[src/rtl/draw_pkg.sv]
// rtl/draw_pkg.sv - shared types for the queued line rasteriser
package draw_pkg;
    localparam int CORDW = 10;
    localparam int PATW  = 8;

    typedef enum logic [1:0] {
        IDLE,
        INIT,
        DRAW
    } state_t;

    typedef struct packed {
        logic signed [CORDW-1:0] x0;
        logic signed [CORDW-1:0] y0;
        logic signed [CORDW-1:0] x1;
        logic signed [CORDW-1:0] y1;
        logic [PATW-1:0]         pat;
    } line_cmd_t;
endpackage

[src/rtl/line_cmd_fifo.sv]
// rtl/line_cmd_fifo.sv - show-ahead command FIFO of line_cmd_t
module line_cmd_fifo
    import draw_pkg::*;
#(
    parameter int DEPTH = 4
) (
    input  logic                     clk,
    input  logic                     rst_n,
    input  logic                     push,
    input  line_cmd_t                wr_data,
    input  logic                     pop,
    output line_cmd_t                rd_data,
    output logic                     full,
    output logic                     empty,
    output logic [$clog2(DEPTH):0]   level
);
    localparam int AW = $clog2(DEPTH);

    logic [AW:0] wp, rp;
    line_cmd_t   mem [DEPTH];
    logic        wr_en, rd_en;

    // Extra pointer bit distinguishes full from empty.
    assign level   = wp - rp;
    assign full    = (level == (AW+1)'(DEPTH));
    assign empty   = (wp == rp);
    assign wr_en   = push && !full;
    assign rd_en   = pop && !empty;
    assign rd_data = mem[rp[AW-1:0]];

    always_ff @(posedge clk or negedge rst_n) begin
        if (!rst_n) begin
            wp <= '0;
            rp <= '0;
        end else begin
            if (wr_en) wp <= wp + 1'b1;
            if (rd_en) rp <= rp + 1'b1;
        end
    end

    always_ff @(posedge clk) begin
        if (wr_en) mem[wp[AW-1:0]] <= wr_data;
    end
endmodule

[src/rtl/draw_line_queue.sv]
// rtl/draw_line_queue.sv - queued, clipped, dash-patterned Bresenham line drawer
module draw_line_queue
    import draw_pkg::*;
#(
    parameter int DEPTH = 4,
    parameter int H_RES = 640,
    parameter int V_RES = 480
) (
    input  logic                    clk,
    input  logic                    rst_n,
    input  logic                    cmd_valid,
    output logic                    cmd_ready,
    input  logic signed [CORDW-1:0] cmd_x0,
    input  logic signed [CORDW-1:0] cmd_y0,
    input  logic signed [CORDW-1:0] cmd_x1,
    input  logic signed [CORDW-1:0] cmd_y1,
    input  logic [PATW-1:0]         cmd_pat,
    input  logic                    oe,
    output logic signed [CORDW-1:0] x,
    output logic signed [CORDW-1:0] y,
    output logic                    pix_valid,
    output logic                    busy,
    output logic                    done,
    output logic [$clog2(DEPTH):0]  fifo_level
);
    state_t                  state, state_next;
    line_cmd_t               cmd_in, head;
    logic                    full, empty, pop;
    logic signed [CORDW-1:0] xa, ya, xb, yb;
    logic signed [CORDW:0]   dx, dy, err;
    logic                    right;
    logic [PATW-1:0]         pat;

    assign cmd_in = '{x0: cmd_x0, y0: cmd_y0, x1: cmd_x1, y1: cmd_y1, pat: cmd_pat};

    line_cmd_fifo #(.DEPTH(DEPTH)) u_fifo (
        .clk     (clk),
        .rst_n   (rst_n),
        .push    (cmd_valid),
        .wr_data (cmd_in),
        .pop     (pop),
        .rd_data (head),
        .full    (full),
        .empty   (empty),
        .level   (fifo_level)
    );

    assign cmd_ready = !full;
    assign busy      = (state != IDLE) || (fifo_level != '0);

    logic step_en, at_end, movx, movy, swap;
    logic signed [CORDW+1:0] err2, dx2, dy2;
    logic signed [CORDW-1:0] hxa, hya, hxb, hyb;
    logic signed [CORDW:0]   hdx, hdy;

    assign step_en = (state == DRAW) && oe;
    assign at_end  = (x == xb) && (y == yb);
    assign err2    = {err[CORDW], err, 1'b0};
    assign dx2     = {dx[CORDW], dx};
    assign dy2     = {dy[CORDW], dy};
    assign movx    = err2 >= dy2;
    assign movy    = err2 <= dx2;

    // Head command normalised so the line always runs downward.
    always_comb begin
        swap = head.y0 > head.y1;
        hxa  = swap ? head.x1 : head.x0;
        hya  = swap ? head.y1 : head.y0;
        hxb  = swap ? head.x0 : head.x1;
        hyb  = swap ? head.y0 : head.y1;
        hdx  = {hxb[CORDW-1], hxb} - {hxa[CORDW-1], hxa};
        hdy  = {hya[CORDW-1], hya} - {hyb[CORDW-1], hyb};
    end

    assign pix_valid = step_en && pat[PATW-1]
                    && int'(x) >= 0 && int'(x) < H_RES
                    && int'(y) >= 0 && int'(y) < V_RES;

    always_ff @(posedge clk or negedge rst_n) begin
        if (!rst_n) state <= IDLE;
        else        state <= state_next;
    end

    always_comb begin
        state_next = state;
        pop        = 1'b0;
        case (state)
            IDLE: if (!empty) begin
                pop        = 1'b1;
                state_next = INIT;
            end
            INIT: state_next = DRAW;
            DRAW: if (oe && at_end) begin
                pop        = !empty;
                state_next = empty ? IDLE : INIT;
            end
            default: state_next = IDLE;
        endcase
    end

    always_ff @(posedge clk or negedge rst_n) begin
        if (!rst_n) begin
            x <= '0; y <= '0;
            xa <= '0; ya <= '0; xb <= '0; yb <= '0;
            dx <= '0; dy <= '0; err <= '0;
            right <= 1'b0;
            pat <= '0;
            done <= 1'b0;
        end else begin
            done <= step_en && at_end;
            if (state == INIT) begin
                err <= dx + dy;
                x   <= xa;
                y   <= ya;
            end else if (step_en) begin
                pat <= {pat[PATW-2:0], pat[PATW-1]};
                if (!at_end) begin
                    if (movx) x <= right ? x + CORDW'(1) : x - CORDW'(1);
                    if (movy) y <= y + CORDW'(1);
                    if (movx && movy)  err <= err + dx + dy;
                    else if (movx)     err <= err + dy;
                    else if (movy)     err <= err + dx;
                end
            end
            // Placed last so a pop on the final pixel wins over the pattern rotate.
            if (pop) begin
                xa    <= hxa;
                ya    <= hya;
                xb    <= hxb;
                yb    <= hyb;
                right <= hxa < hxb;
                dx    <= hdx[CORDW] ? -hdx : hdx;
                dy    <= hdy;
                pat   <= head.pat;
            end
        end
    end
endmodule

[config.mk]
export PLATFORM = sky130hd
export DESIGN_NAME = draw_line_queue
export DESIGN_NICKNAME = d
export VERILOG_FILES = /design/src/rtl/draw_pkg.sv /design/src/rtl/line_cmd_fifo.sv /design/src/rtl/draw_line_queue.sv
export SDC_FILE = /design/constraint.sdc
export NUM_CORES = 1
export LEC_CHECK = 0
export ABC_AREA = 1
export BUFFER_PORTS_ARGS = -buffer_cell sky130_fd_sc_hd__clkbuf_2
export CAP_MARGIN = 10
export CORE_MARGIN = 3
export CORE_UTILIZATION = 62
export DETAILED_ROUTE_END_ITERATION = 16
export PLACE_DENSITY = 0.8
export SLEW_MARGIN = 20
export SYNTH_ARGS = -nofsm -noshare
export SYNTH_HDL_FRONTEND = slang
export SYNTH_SLANG_ARGS = --single-unit
export TNS_END_PERCENT = 5
[constraint.sdc]
create_clock -name clk -period 6.22 [get_ports clk]
set_input_delay 1.866 -clock clk [delete_from_list [all_inputs] [get_ports clk]]
set_output_delay 1.866 -clock clk [all_outputs]
set_load 0.01 [all_outputs]
==> flow_summary.toml <==
[power_and_ir_drop]
ir_worst_vdd_uv = 286
pwr_density_cell_mw_per_mm2 = 317
p_leak_uw = 0.00795
total_power_uw = 5840

[place]
place_area_mm2 = 0.0174
dpl.hpwl_um = 28300
port_buffers = 78
gp_congestion = 0.941

[final_layout]
seq_area_mm2 = 0.00854
fill_cells = 1998
synthToLayoutAreaGrowth_pct = 9.75
multi_input_area_mm2 = 0.00737
drive_gt1_share_pct = 11.7
n_antenna_cell = 0
finalNetCount = 2058
final_area_mm2 = 0.0184

[synthesis]
synth_cell_type_count = 55
yosys_most_used_dff = "edfxtp_1"
yosysWarnings = 0
synth-seq-cells = 303
synth_edf_count = 192
async_reset_ff_share_pct = 36.6
avgSynthCellArea_um2 = 9.12
synth_area_mm2 = 0.0168
ys_seq_area_share_pct = 50.9
synth_cells = 1841
synth.net_count = 1998

[timing]
period_share_pct = 84.9
max_freq_ghz = 0.189
fin_hold_ws_ns = 0.479
tns_ns = 0
period_needed_ns = 5.28
slew_violations = 0
finalSetupViolations = 0
rsz0062_at_grt = "no"
worstMarginPinSlew_ns = 0.968
slew_headroom_pct = 35.2
fin_skew_ns = 0.0201
finalHoldViolations = 0

[global_routing]
gr-total-overflow = 0
grt_max_degree = 78
antenna_found_initial = 0
grt_pass1_wl_um = 65300
grt_pass1_vias = 12700
grtUsageTotal_pct = 27.9

[detailed_routing]
finalWirelength_um = 40300
wire_per_inst_um = 17.8
first_pass_iters = 6
num_vias = 13400
ant_nets = 0
routed_via_density = 5.91
drc_errors = 0
first_iter_violations = 1284

[clock_network]
clockRootBuffer = "clkbuf_16"
cts_sinks = 303
numCtsBuffers = 31
clk_pin_slew_worst_paths_ns = 0.06
post-cts-setup-buffers = 0
cts_tree = "built"
cts_resized = 0
clock_latency_ns = 0.58
h-tree-depth = 1
clock_tree.buffer_depth = 3
cts_hold_buf = 0

[worst_setup_path]
worstPathMaxFanout = 42
cp-end-kind = "register"
cp.required_ns = 6.69
reg2reg_depth = 24
startpoint_type = "register"
critPathArrivalTime_ns = 5.75
crit_type = "register to register"

[floorplanning]
rows = 59
die_w_um = 171
die_h_um = 171
ios = 79
start_util_pct = 63.7
coreArea_mm2 = 0.0264
dieArea_mm2 = 0.0291

[flow_run]
drv_cap = 0

[min_path]
hold_class = "register to register"
min_path_cells = 2

[status]
outcome = "complete, no violations"
==> cell type report <==
cell class | count | share of cell area, %
well taps | 335 | 2.27
multi-input cells | 1312 | 40.0
flip-flops and latches | 303 | 46.4
clock inverters | 8 | 0.346
inverters | 158 | 3.23
repair buffers | 95 | 2.93
clock buffers | 50 | 4.87
==> routing by layer <==
| layer | share of wire [%] | routed length (µm) | global-route usage [%] | vias up |
|---|---|---|---|---|
| met5 | 0 | 0 | 0 | - |
| met4 | 2.6 | 1040 | 7.69 | 0 |
| met3 | 6.7 | 2720 | 3.54 | 80 |
| met2 | 46 | 18700 | 45.2 | 488 |
| met1 | 44 | 17900 | 40.3 | 6362 |
| li1 | - | - | - | 6426 |
==> worst paths after layout <==
check,to,slack [ns],start
min reg2reg,xa[7],0.48,xa[7]
max reg2reg,dx[8],0.94,u_fifo.rp[0]
max,dx[8],0.94,u_fifo.rp[0]
max in group asynchronous,u_fifo.rp[0],4.11,rst_n
min in group asynchronous,x[6],1.22,rst_n
min,xa[7],0.48,xa[7]
==> flip-flops by register name (all words and copies together), names as in the netlist, 10 cells and up <==
| name | flops |
|---|---|
| ya | 10 |
| err | 11 |
| yb | 10 |
| xa | 10 |
| xb | 10 |
| dy | 11 |
| dx | 11 |
| u_fifo.mem | 192 |
| y | 10 |
| x | 10 |
==> where the power goes <==
| group | switching [µW] | internal [µW] | total [µW] | leakage [µW] |
|---|---|---|---|---|
| clock | 763 | 989 | 1750 | 0.000465 |
| combinational | 1020 | 670 | 1690 | 0.00443 |
| sequential | 156 | 2240 | 2400 | 0.00305 |
| total | 1940 | 3900 | 5840 | 0.00795 |
==> synth_stat cells (2+ instances only) <==
master	number	area (µm²)
a211oi_1	4	30.0
a21o_1	2	15.0
a21oi_1	102	510
a21oi_2	2	17.5
a311oi_1	2	17.5
a31oi_1	8	50.1
a32o_1	9	90.1
a32oi_1	8	70.1
and2_1	2	12.5
buf_1	3	11.3
buf_2	21	105
buf_6	5	56.3
clkbuf_1	39	146
clkinv_1	3	11.3
dfrtp_1	111	2780
edfxtp_1	192	5770
fa_1	6	120
ha_1	99	1240
inv_1	150	563
inv_2	4	15.0
nand2_1	405	1520
nand2_2	27	169
nand2_4	4	45.0
nand3_1	83	415
nand3_2	8	80.1
nand4_1	15	93.8
nor2_1	159	597
nor2_2	7	43.8
nor2_4	3	33.8
nor3_1	14	70.1
nor4_1	4	25.0
o211ai_1	10	75.1
o21ai_0	194	971
o21ai_1	15	75.1
o21bai_1	2	15.0
o22ai_1	29	181
o311ai_0	2	17.5
or2_2	16	100
xnor2_1	19	166
xor2_1	38	333
==> stage by stage <==
| stage | instances | worst slack (ns) | util (%) |
|---|---|---|---|
| 5_1_grt | 2261 | 0.384 | 69.9 |
| 2_1_floorplan | 1841 | 1.44 | - |
| 4_1_cts | 2260 | 0.973 | 69.8 |
| 6_report | 2261 | 0.942 | 69.9 |
| 3_3_place_gp | 2202 | 1.34 | 66.2 |
| 3_5_place_dp | 2202 | 0.976 | 66.2 |
==> placed cells by master (no fill, tap or decap), types with 9 or more instances in the layout <==
master / n
nand2_2: 28
edfxtp_1: 192
xor2_1: 38
nand3_1: 83
dfrtp_1: 110
o21ai_1: 15
a32o_1: 9
clkbuf_16: 31
nand2_1: 404
clkbuf_1: 14
inv_1: 149
o211ai_1: 10
xnor2_1: 19
nor3_1: 14
a21oi_1: 102
ha_1: 99
clkbuf_2: 77
nor2_1: 154
o22ai_1: 29
or2_2: 16
buf_4: 17
nand4_1: 15
o21ai_0: 194
==> worst max-delay path, stage by stage (launching register included) <==
cell,delay [ns]
dfrtp_2,0.75
inv_2,0.45
o21ai_0,0.32
o22ai_1,0.17
ha_1,0.44
nand2_2,0.12
nor2_1,0.13
nand4_2,0.38
nand3_4,0.49
nor2_1,0.08
a21oi_1,0.21
ha_1,0.19
inv_1,0.09
ha_1,0.30
inv_1,0.10
ha_1,0.18
inv_1,0.04
nor2_1,0.14
nand3_1,0.10
nor2_2,0.15
nand2_2,0.08
nand2_1,0.06
nand2_1,0.05
nand3_1,0.06
nand2_1,0.05
==> logic make-up after synthesis <==
group	share of synthesized area [%]
compound gates	13.1
xor+xnor	3.07
flops	50.9
fa+ha+maj	8.09
buf+inv	5.45
simple gates	19.4
Power figures use the tool's default switching activity.
